$ cat src/rtl/fifo_pkg.sv
`default_nettype none
// ============================================================================
// fifo_pkg : pointer type and Gray-code helpers shared by both FIFO controllers
// Revision 1.0
// ============================================================================
package fifo_pkg;

    localparam int PTR_MAX_WD = 32;

    // Widest pointer either side may use; narrower pointers are zero-extended.
    typedef logic [PTR_MAX_WD-1:0] ptr_t;

    function automatic ptr_t bin2gray(input ptr_t b);
        return b ^ (b >> 1);
    endfunction

    function automatic ptr_t gray2bin(input ptr_t g);
        ptr_t b;
        b = g;
        for (int i = 1; i < PTR_MAX_WD; i++) begin
            b = b ^ (g >> i);
        end
        return b;
    endfunction

endpackage
`default_nettype wire

$ cat src/rtl/sync_ff2.sv
`default_nettype none
// ============================================================================
// sync_ff2 : two-flop clock-domain-crossing synchronizer, async active-low reset
// Revision 1.0
// ============================================================================
module sync_ff2 #(
    parameter int WD = 1
) (
    input  logic          clk,
    input  logic          rst_n,
    input  logic [WD-1:0] i_d,
    output logic [WD-1:0] o_q
);

    logic [WD-1:0] meta_q, meta_d;
    logic [WD-1:0] sync_q, sync_d;

    always_comb begin
        meta_d = i_d;
        sync_d = meta_q;
    end

    always_ff @(posedge clk or negedge rst_n) begin
        if (!rst_n) begin
            meta_q <= '0;
            sync_q <= '0;
        end else begin
            meta_q <= meta_d;
            sync_q <= sync_d;
        end
    end

    assign o_q = sync_q;

endmodule
`default_nettype wire

$ cat src/rtl/fifo_rd_ctrl.sv
`default_nettype none
// ============================================================================
// fifo_rd_ctrl : read-side controller of a dual-clock FIFO with 2-entry output queue
// Revision 1.0
// ============================================================================
module fifo_rd_ctrl
    import fifo_pkg::*;
#(
    parameter int DATA_WD = 16,
    parameter int PTR_WD  = 10
) (
    input  logic               rclk_i,
    input  logic               rrst_ni,
    input  logic [PTR_WD:0]    wptr_gray_i,
    input  logic [DATA_WD-1:0] mem_rdata_i,
    output logic               mem_ren_o,
    output logic [PTR_WD-1:0]  mem_raddr_o,
    output logic [PTR_WD:0]    rptr_gray_o,
    output logic [DATA_WD-1:0] rdata_o,
    output logic               rvalid_o,
    input  logic               rready_i,
    output logic               mem_empty_o,
    output logic [PTR_WD:0]    rcount_o
);

    localparam int DEPTH  = 2 ** PTR_WD;
    localparam int CNT_WD = $clog2(DEPTH) + 1;

    logic [CNT_WD-1:0]  w_wsync, w_wbin, w_rgray;
    logic [CNT_WD-1:0]  rbin_q, rbin_d;
    logic [CNT_WD-1:0]  rgray_q, rgray_d;
    logic [1:0]         occ_q, occ_d;
    logic               inflt_q, inflt_d;
    logic               rvalid_q, rvalid_d;
    logic [DATA_WD-1:0] head_q, head_d;
    logic [DATA_WD-1:0] tail_q, tail_d;
    logic               w_empty, w_pop, w_ren;
    logic [2:0]         w_committed;

    sync_ff2 #(
        .WD (CNT_WD)
    ) u_wptr_sync (
        .clk   (rclk_i),
        .rst_n (rrst_ni),
        .i_d   (wptr_gray_i),
        .o_q   (w_wsync)
    );

    assign w_wbin  = CNT_WD'(gray2bin(ptr_t'(w_wsync)));
    assign w_rgray = CNT_WD'(bin2gray(ptr_t'(rbin_q)));
    assign w_empty = (w_rgray == w_wsync);

    always_comb begin
        w_pop       = rvalid_q && rready_i;
        // Words already owned by the queue or on their way into it.
        w_committed = {1'b0, occ_q} + {2'b00, inflt_q};
        w_ren       = !w_empty && (w_committed < (3'd2 + {2'b00, w_pop}));

        rbin_d   = rbin_q + CNT_WD'(w_ren);
        rgray_d  = CNT_WD'(bin2gray(ptr_t'(rbin_d)));
        inflt_d  = w_ren;

        head_d = head_q;
        tail_d = tail_q;
        occ_d  = occ_q;
        case ({inflt_q, w_pop})
            2'b10: begin
                if (occ_q == 2'd0) begin
                    head_d = mem_rdata_i;
                end else begin
                    tail_d = mem_rdata_i;
                end
                occ_d = occ_q + 2'd1;
            end
            2'b01: begin
                head_d = tail_q;
                occ_d  = occ_q - 2'd1;
            end
            2'b11: begin
                // Head leaves while a fresh word lands: occupancy is unchanged.
                if (occ_q == 2'd1) begin
                    head_d = mem_rdata_i;
                end else begin
                    head_d = tail_q;
                    tail_d = mem_rdata_i;
                end
            end
            default: begin
            end
        endcase
        rvalid_d = (occ_d != 2'd0);
    end

    always_ff @(posedge rclk_i or negedge rrst_ni) begin
        if (!rrst_ni) begin
            rbin_q   <= '0;
            rgray_q  <= '0;
            occ_q    <= 2'd0;
            inflt_q  <= 1'b0;
            rvalid_q <= 1'b0;
            head_q   <= '0;
            tail_q   <= '0;
        end else begin
            rbin_q   <= rbin_d;
            rgray_q  <= rgray_d;
            occ_q    <= occ_d;
            inflt_q  <= inflt_d;
            rvalid_q <= rvalid_d;
            head_q   <= head_d;
            tail_q   <= tail_d;
        end
    end

    assign mem_ren_o   = w_ren;
    assign mem_raddr_o = rbin_q[PTR_WD-1:0];
    assign rptr_gray_o = rgray_q;
    assign rdata_o     = head_q;
    assign rvalid_o    = rvalid_q;
    assign mem_empty_o = w_empty;
    assign rcount_o    = w_wbin - rbin_q;

endmodule
`default_nettype wire

$ cat config.mk
export PLATFORM = sky130hd
export DESIGN_NAME = fifo_rd_ctrl
export DESIGN_NICKNAME = d
export VERILOG_FILES = /design/src/rtl/fifo_pkg.sv /design/src/rtl/sync_ff2.sv /design/src/rtl/fifo_rd_ctrl.sv
export SDC_FILE = /design/constraint.sdc
export NUM_CORES = 1
export LEC_CHECK = 0
export CORE_MARGIN = 2
export CORE_UTILIZATION = 50
export CTS_BUF_LIST = sky130_fd_sc_hd__clkbuf_16
export CTS_CLUSTER_DIAMETER = 80
export DETAILED_ROUTE_END_ITERATION = 6
export GPL_TIMING_DRIVEN = 0
export PLACE_DENSITY = 0.79
export SETUP_SLACK_MARGIN = 0.15
export SLEW_MARGIN = 20
export SYNTH_ARGS = -nofsm -noshare
export SYNTH_HDL_FRONTEND = slang
export SYNTH_SLANG_ARGS = --single-unit
$ cat constraint.sdc
create_clock -name rclk_i -period 5.95 [get_ports rclk_i]
set_input_delay 1.19 -clock rclk_i [delete_from_list [all_inputs] [get_ports rclk_i]]
set_output_delay 1.19 -clock rclk_i [all_outputs]
set_load 0.05 [all_outputs]
# Word level (Yosys, flattened, before mapping)
# Index checks and enable logic that the tools add are counted.
# op_classes
addsub	6
n_lt_le_gt_ge	1
n_eq_ne	8
n_mux	7
bitwise_logic	12
reduce_logical	9
# ops
op	count
2-to-1 mux 16 bit	4
case mux 16 bit (3 select lines)	1
XOR 11 x 10 -> 11 bit	3
case mux 16 bit (2 select lines)	1
adder 11 x 1 -> 11 bit	1
equality test 11 bit	1
subtractor 11 bit	1
XOR 11 x 1 -> 11 bit	1
XOR 11 x 2 -> 11 bit	1
XOR 11 x 3 -> 11 bit	1
XOR 11 x 4 -> 11 bit	1
XOR 11 x 5 -> 11 bit	1
XOR 11 x 6 -> 11 bit	1
XOR 11 x 7 -> 11 bit	1
XOR 11 x 8 -> 11 bit	1
XOR 11 x 9 -> 11 bit	1
!= test 2 bit (second input constant)	3
equality test 2 x 1 -> 1 bit (second input constant)	2
equality test 2 bit (second input constant)	2
case mux 2 bit (2 select lines)	1
nonzero test 2 bit	2
adder 2 x 1 -> 3 bit	1
adder 2 x 1 -> 3 bit (first input constant)	1
< comparator 3 bit	1
8 further kinds	9
# word_totals
regBits	80
inputBits	30
out_inout_bits	51
elab_cells	52

# Logic depth before layout (Yosys ltp)
# logic_depth
word_depth	11
depth_mapped	14
depth_no_buf	14

# Cells and area by module
# From an unflattened synthesis, not the netlist that was laid out.
# unflattened
cells_unflattened	318
area_unflattened_um2	3754.9
# by_module_without_submodules
module	instances	cells_each	area_per_inst_um2	seq_area_each_um2
fifo_rd_ctrl	1	296	3204.3	1426.4
sync_ff2	1	22	550.5	550.5

# Worst setup path after synthesis
# Ideal clock, no wire load.
# synth_timing
path_type	reg2out
from	reg u_wptr_sync.sync_q[9], in the netlist u_wptr_sync.o_q[9]
to	out rcount_o[8]
arrival_ns	3.530
t_required_ns	4.760
slack_ns	1.230
stages_incl_launch_ff	15
n_path_buf	0
path_cell_list	dfrtp_1 xor2_2 xnor2_2 xnor2_2 xor2_1 xnor2_1 inv_1 fa_1 nor2b_1 o21ai_0 a21boi_0 o21ai_0 nand2_1 a31oi_1 xnor2_1
# synth_via
elab_chain_len	11
# synth_rtl
item	line	rtl
start: declaration	sync_ff2.sv:16	logic [WD-1:0] sync_q, sync_d;
start signal: assignment	sync_ff2.sv:29	sync_q <= sync_d;
XOR 11 x 10 -> 11 bit	fifo_pkg.sv:21	b = b ^ (g >> i);
XOR 11 x 9 -> 11 bit	fifo_pkg.sv:21	
XOR 11 x 8 -> 11 bit	fifo_pkg.sv:21	
XOR 11 x 7 -> 11 bit	fifo_pkg.sv:21	
XOR 11 x 6 -> 11 bit	fifo_pkg.sv:21	
XOR 11 x 5 -> 11 bit	fifo_pkg.sv:21	
XOR 11 x 4 -> 11 bit	fifo_pkg.sv:21	
XOR 11 x 3 -> 11 bit	fifo_pkg.sv:21	
XOR 11 x 2 -> 11 bit *	fifo_pkg.sv:21	
XOR 11 x 1 -> 11 bit *	fifo_pkg.sv:21	
subtractor 11 bit *	fifo_rd_ctrl.sv:120	assign rcount_o = w_wbin - rbin_q;
end: declaration	fifo_rd_ctrl.sv:23	output logic [PTR_WD:0] rcount_o
# Mark *: on every way between the ends. The rest lies on a longest branch, timed or not.

# Final worst setup path
# layout_timing
from	reg u_wptr_sync.sync_q[7], in the netlist u_wptr_sync.o_q[7]
to	out rcount_o[9]
# layout_via
elab_chain_len	11
# layout_rtl
item	line
XOR 11 x 10 -> 11 bit	fifo_pkg.sv:21
XOR 11 x 9 -> 11 bit	fifo_pkg.sv:21
XOR 11 x 8 -> 11 bit	fifo_pkg.sv:21
XOR 11 x 7 -> 11 bit	fifo_pkg.sv:21
XOR 11 x 6 -> 11 bit	fifo_pkg.sv:21
XOR 11 x 5 -> 11 bit	fifo_pkg.sv:21
XOR 11 x 4 -> 11 bit *	fifo_pkg.sv:21
XOR 11 x 3 -> 11 bit *	fifo_pkg.sv:21
XOR 11 x 2 -> 11 bit *	fifo_pkg.sv:21
XOR 11 x 1 -> 11 bit *	fifo_pkg.sv:21
subtractor 11 bit *	fifo_rd_ctrl.sv:120
# Marks and branches as above.

==> impl_metrics.tcl <==
set metrics [dict create \
    status "finished clean" \
    reg2reg_from "rbin_q[4]" \
    cts-root-buf "clkbuf_16" \
    synth_warnings 0 \
    diodes 0 \
    post-place-ws_ps 620 \
    cpPeakStageDelay_ps 820 \
    critical_path.cell_chain "xnor2_1 -> xnor2_1 -> xnor2_2 -> xor2_1 -> xnor2_1 -> ha_1 -> nor2b_1 -> o21ai_0 -> a21boi_0 -> o21a_1 -> o21ai_0 -> o21ai_0 -> xor2_1 -> clkdlybuf4s50_1" \
    postRouteAntennaNets 0 \
    synthMuxAreaShare_pct 5.06 \
    wl_per_cell_um 14.4 \
    rrSetupSlack_ps 2880 \
    rr_endpoint "rptr_gray_o[8]" \
    drv_cap 0 \
    tightest_slew_ps 712 \
    die-width_um 90.7 \
    clock-sinks 79 \
    num_rows 31 \
    htreeDepth 3 \
    hp-start "u_wptr_sync.meta_q[3]" \
    ys_types 29 \
    gp_congestion 0.866 \
    drc 0 \
    vias_per_cell 5.05 \
    yosys.area.top_type "dfrtp_1" \
    synthCells 325 \
    core_area_mm2 0.00725 \
    finalCritPeriodShare_pct 92.6 \
    r2r_cells 12 \
    grt_pass1_vias 2709 \
    fmax_mhz 181 \
    synth_fa_ha_area_share_pct 9.86 \
    cp.required_ps 4760 \
    fin_area_mm2 0.00500 \
    synth.most_common_cell "dfrtp_1" \
    startpoint_type "flip-flop" \
    rsz0062_at_grt "yes" \
    syn2layout_area_growth_pct 33.0 \
    drive_gt1_share_pct 9.00 \
    clockBufferDepth 2 \
    layout.nets 476 \
    period_needed_ps 5510 \
    synth_area_leaders "dfrtp_1 53%, ha_1 9.3%, xnor2_1 6.8%" \
    antenna_found_initial 0 \
    cts_buffers 9 \
    netlist_area_mm2 0.00376 \
    worst_setup_path_end_kind "primary output" \
    hp-class "flip-flop to flip-flop" \
    grt_usage_pct 19.4 \
    tns_ps 0 \
    grt_max_degree 62 \
    io_buffers 80 \
    synth_top_family_by_area "XOR/XNOR gates" \
    cts_tree "built" \
    die_y_um 90.7 \
    crit_type "flip-flop to primary output" \
    synth-compound-area-share_pct 9.63 \
    num_vias 2630 \
    synth-main-ff-cell "dfrtp_1" \
    dieArea_mm2 0.00822 \
    cts_setup_buffers 0 \
    async_flop_share_pct 100 \
    whs_endpoint "u_wptr_sync.o_q[3]" \
    crit_arrival_ps 4320 \
    drt_wl_total_mm 7.48 \
    hold_viol_final 0 \
    synth-seq-cells 79 \
    setup_violations 0 \
    ioPinCount 81 \
    yosys.area.top_type_share_pct 52.6 \
    detailed_place_hpwl_mm 5.40 \
    synthTopCellsByCount "79 x dfrtp_1, 32 x inv_1, 29 x xnor2_1" \
    clkLatencyLatePin_ps 340 \
    hold_depth 0 \
    clk_pin_slew_ps 60 \
    slowest_stage "clkdlybuf4s50_1" \
    fin_cells 521 \
    syn_nets 384 \
    fin_skew_ps 8.53 \
    initial_core_util_pct 51.8 \
    grt_pass1_wl_mm 12.6 \
    synth_xor_area_share_pct 13.2 \
    placed_area_mm2 0.00471 \
    relSlewSlack_pct 52.3 \
    synth_edf_count 0 \
    avgSynthCellArea_um2 11.6 \
    fin_ws_ps 440 \
    place_inst 505 \
    dr.pass1.iters 4 \
    critPathMaxFanout 5 \
    first_iter_violations 97 \
    grt_overflow 0 \
    ys_seq_area_share_pct 52.6 \
    synth-simple-area-share_pct 5.83 \
    maxSlewViolCount 0 \
]
-- state kept, by name, summed over array words and instances (netlist names) --
name                flops
rdata_o                16
rbin_q                 11
rptr_gray_o            10
occ_q                   2
rvalid_o                1
tail_q                 16
u_wptr_sync.o_q        11
inflt_q                 1
u_wptr_sync.meta_q     11
-- placed cells by master, fill, tap and decap left out, types with 2 or more instances in the layout --
cell type,synthesis,final
a21boi_0,2,2
a21o_1,5,5
a21oi_1,22,22
a22oi_1,16,16
clkbuf_1,6,6
clkbuf_16,0,9
clkdlybuf4s50_1,0,77
clkinvlp_4,0,2
dfrtp_1,79,79
dlymetal6s2s_1,0,2
ha_1,28,28
inv_1,32,32
inv_6,0,3
mux2_2,16,16
nand2_1,8,8
nand3_1,5,5
nand4_1,3,3
nor2_1,26,26
nor2b_1,2,2
nor3_1,3,3
o211ai_1,3,3
o21a_1,2,2
o21ai_0,6,6
xnor2_1,29,29
xnor2_2,2,2
xor2_1,22,22
-- worst max-delay path: cells and delay by family, from the launching register on --
family	cells	cell delay, ps
XOR/XNOR	6	1340
adder cells (fa/ha/maj)	1	260
AO/OA/AOI/OAI	5	1020
flip-flops	1	440
buffers and inverters	1	820
AND/OR/NAND/NOR	1	120
-- routing by layer --
metal | part of all wire (%) | routed length, um | up-vias | global-route usage [%]
met5 | 0 | 0 | - | 0
met4 | 1.8 | 138 | 0 | 8.97
met3 | 8.2 | 614 | 12 | 6.84
met2 | 49 | 3640 | 80 | 31.6
met1 | 41 | 3090 | 1259 | 22.9
li1 | - | - | 1279 | -
-- through the flow --
step                      hold WS [ps]  util, %
final                              348     68.9
after global routing               357     68.9
after CTS                          350     68.8
after detailed placement           335     64.9
after global placement             332     64.5
after floorplan                    331        -
-- logic make-up after synthesis --
kind of cell,after synthesis
simple gates,50
xor+xnor,54
fa+ha+maj,29
buf+inv,38
compound gates,58
mux,17
flops,79
-- area by class of cell --
type / instances / area [um2]
clock inverters: 7 / 61.3
inverters: 32 / 120
flip-flops and latches: 79 / 1980
repair buffers: 81 / 831
plain buffers: 6 / 22.5
multi-input cells: 208 / 1640
clock buffers: 9 / 225
fillers: 538 / 2260
well taps: 99 / 124
-- worst max-delay path by stage --
stage / slack (ps) / end / from / cells after the start
detailed placement: 620 / rcount_o[10] / u_wptr_sync.o_q[9] / 15
global route: 150 / rcount_o[10] / u_wptr_sync.o_q[9] / 15
global placement: 670 / rcount_o[10] / u_wptr_sync.o_q[9] / 15
finish: 440 / rcount_o[9] / u_wptr_sync.o_q[7] / 14
floorplan: 1230 / rcount_o[8] / u_wptr_sync.o_q[9] / 14
CTS: 170 / rcount_o[10] / u_wptr_sync.o_q[9] / 15
-- timing repair --
item                       CTS  global route
gates resized for setup      0             2
setup endpoints to repair    0             2
hold buffers                 0             0
Power is not shown: default switching activity piles up to over one toggle a cycle in this logic, so the estimate is an artifact.
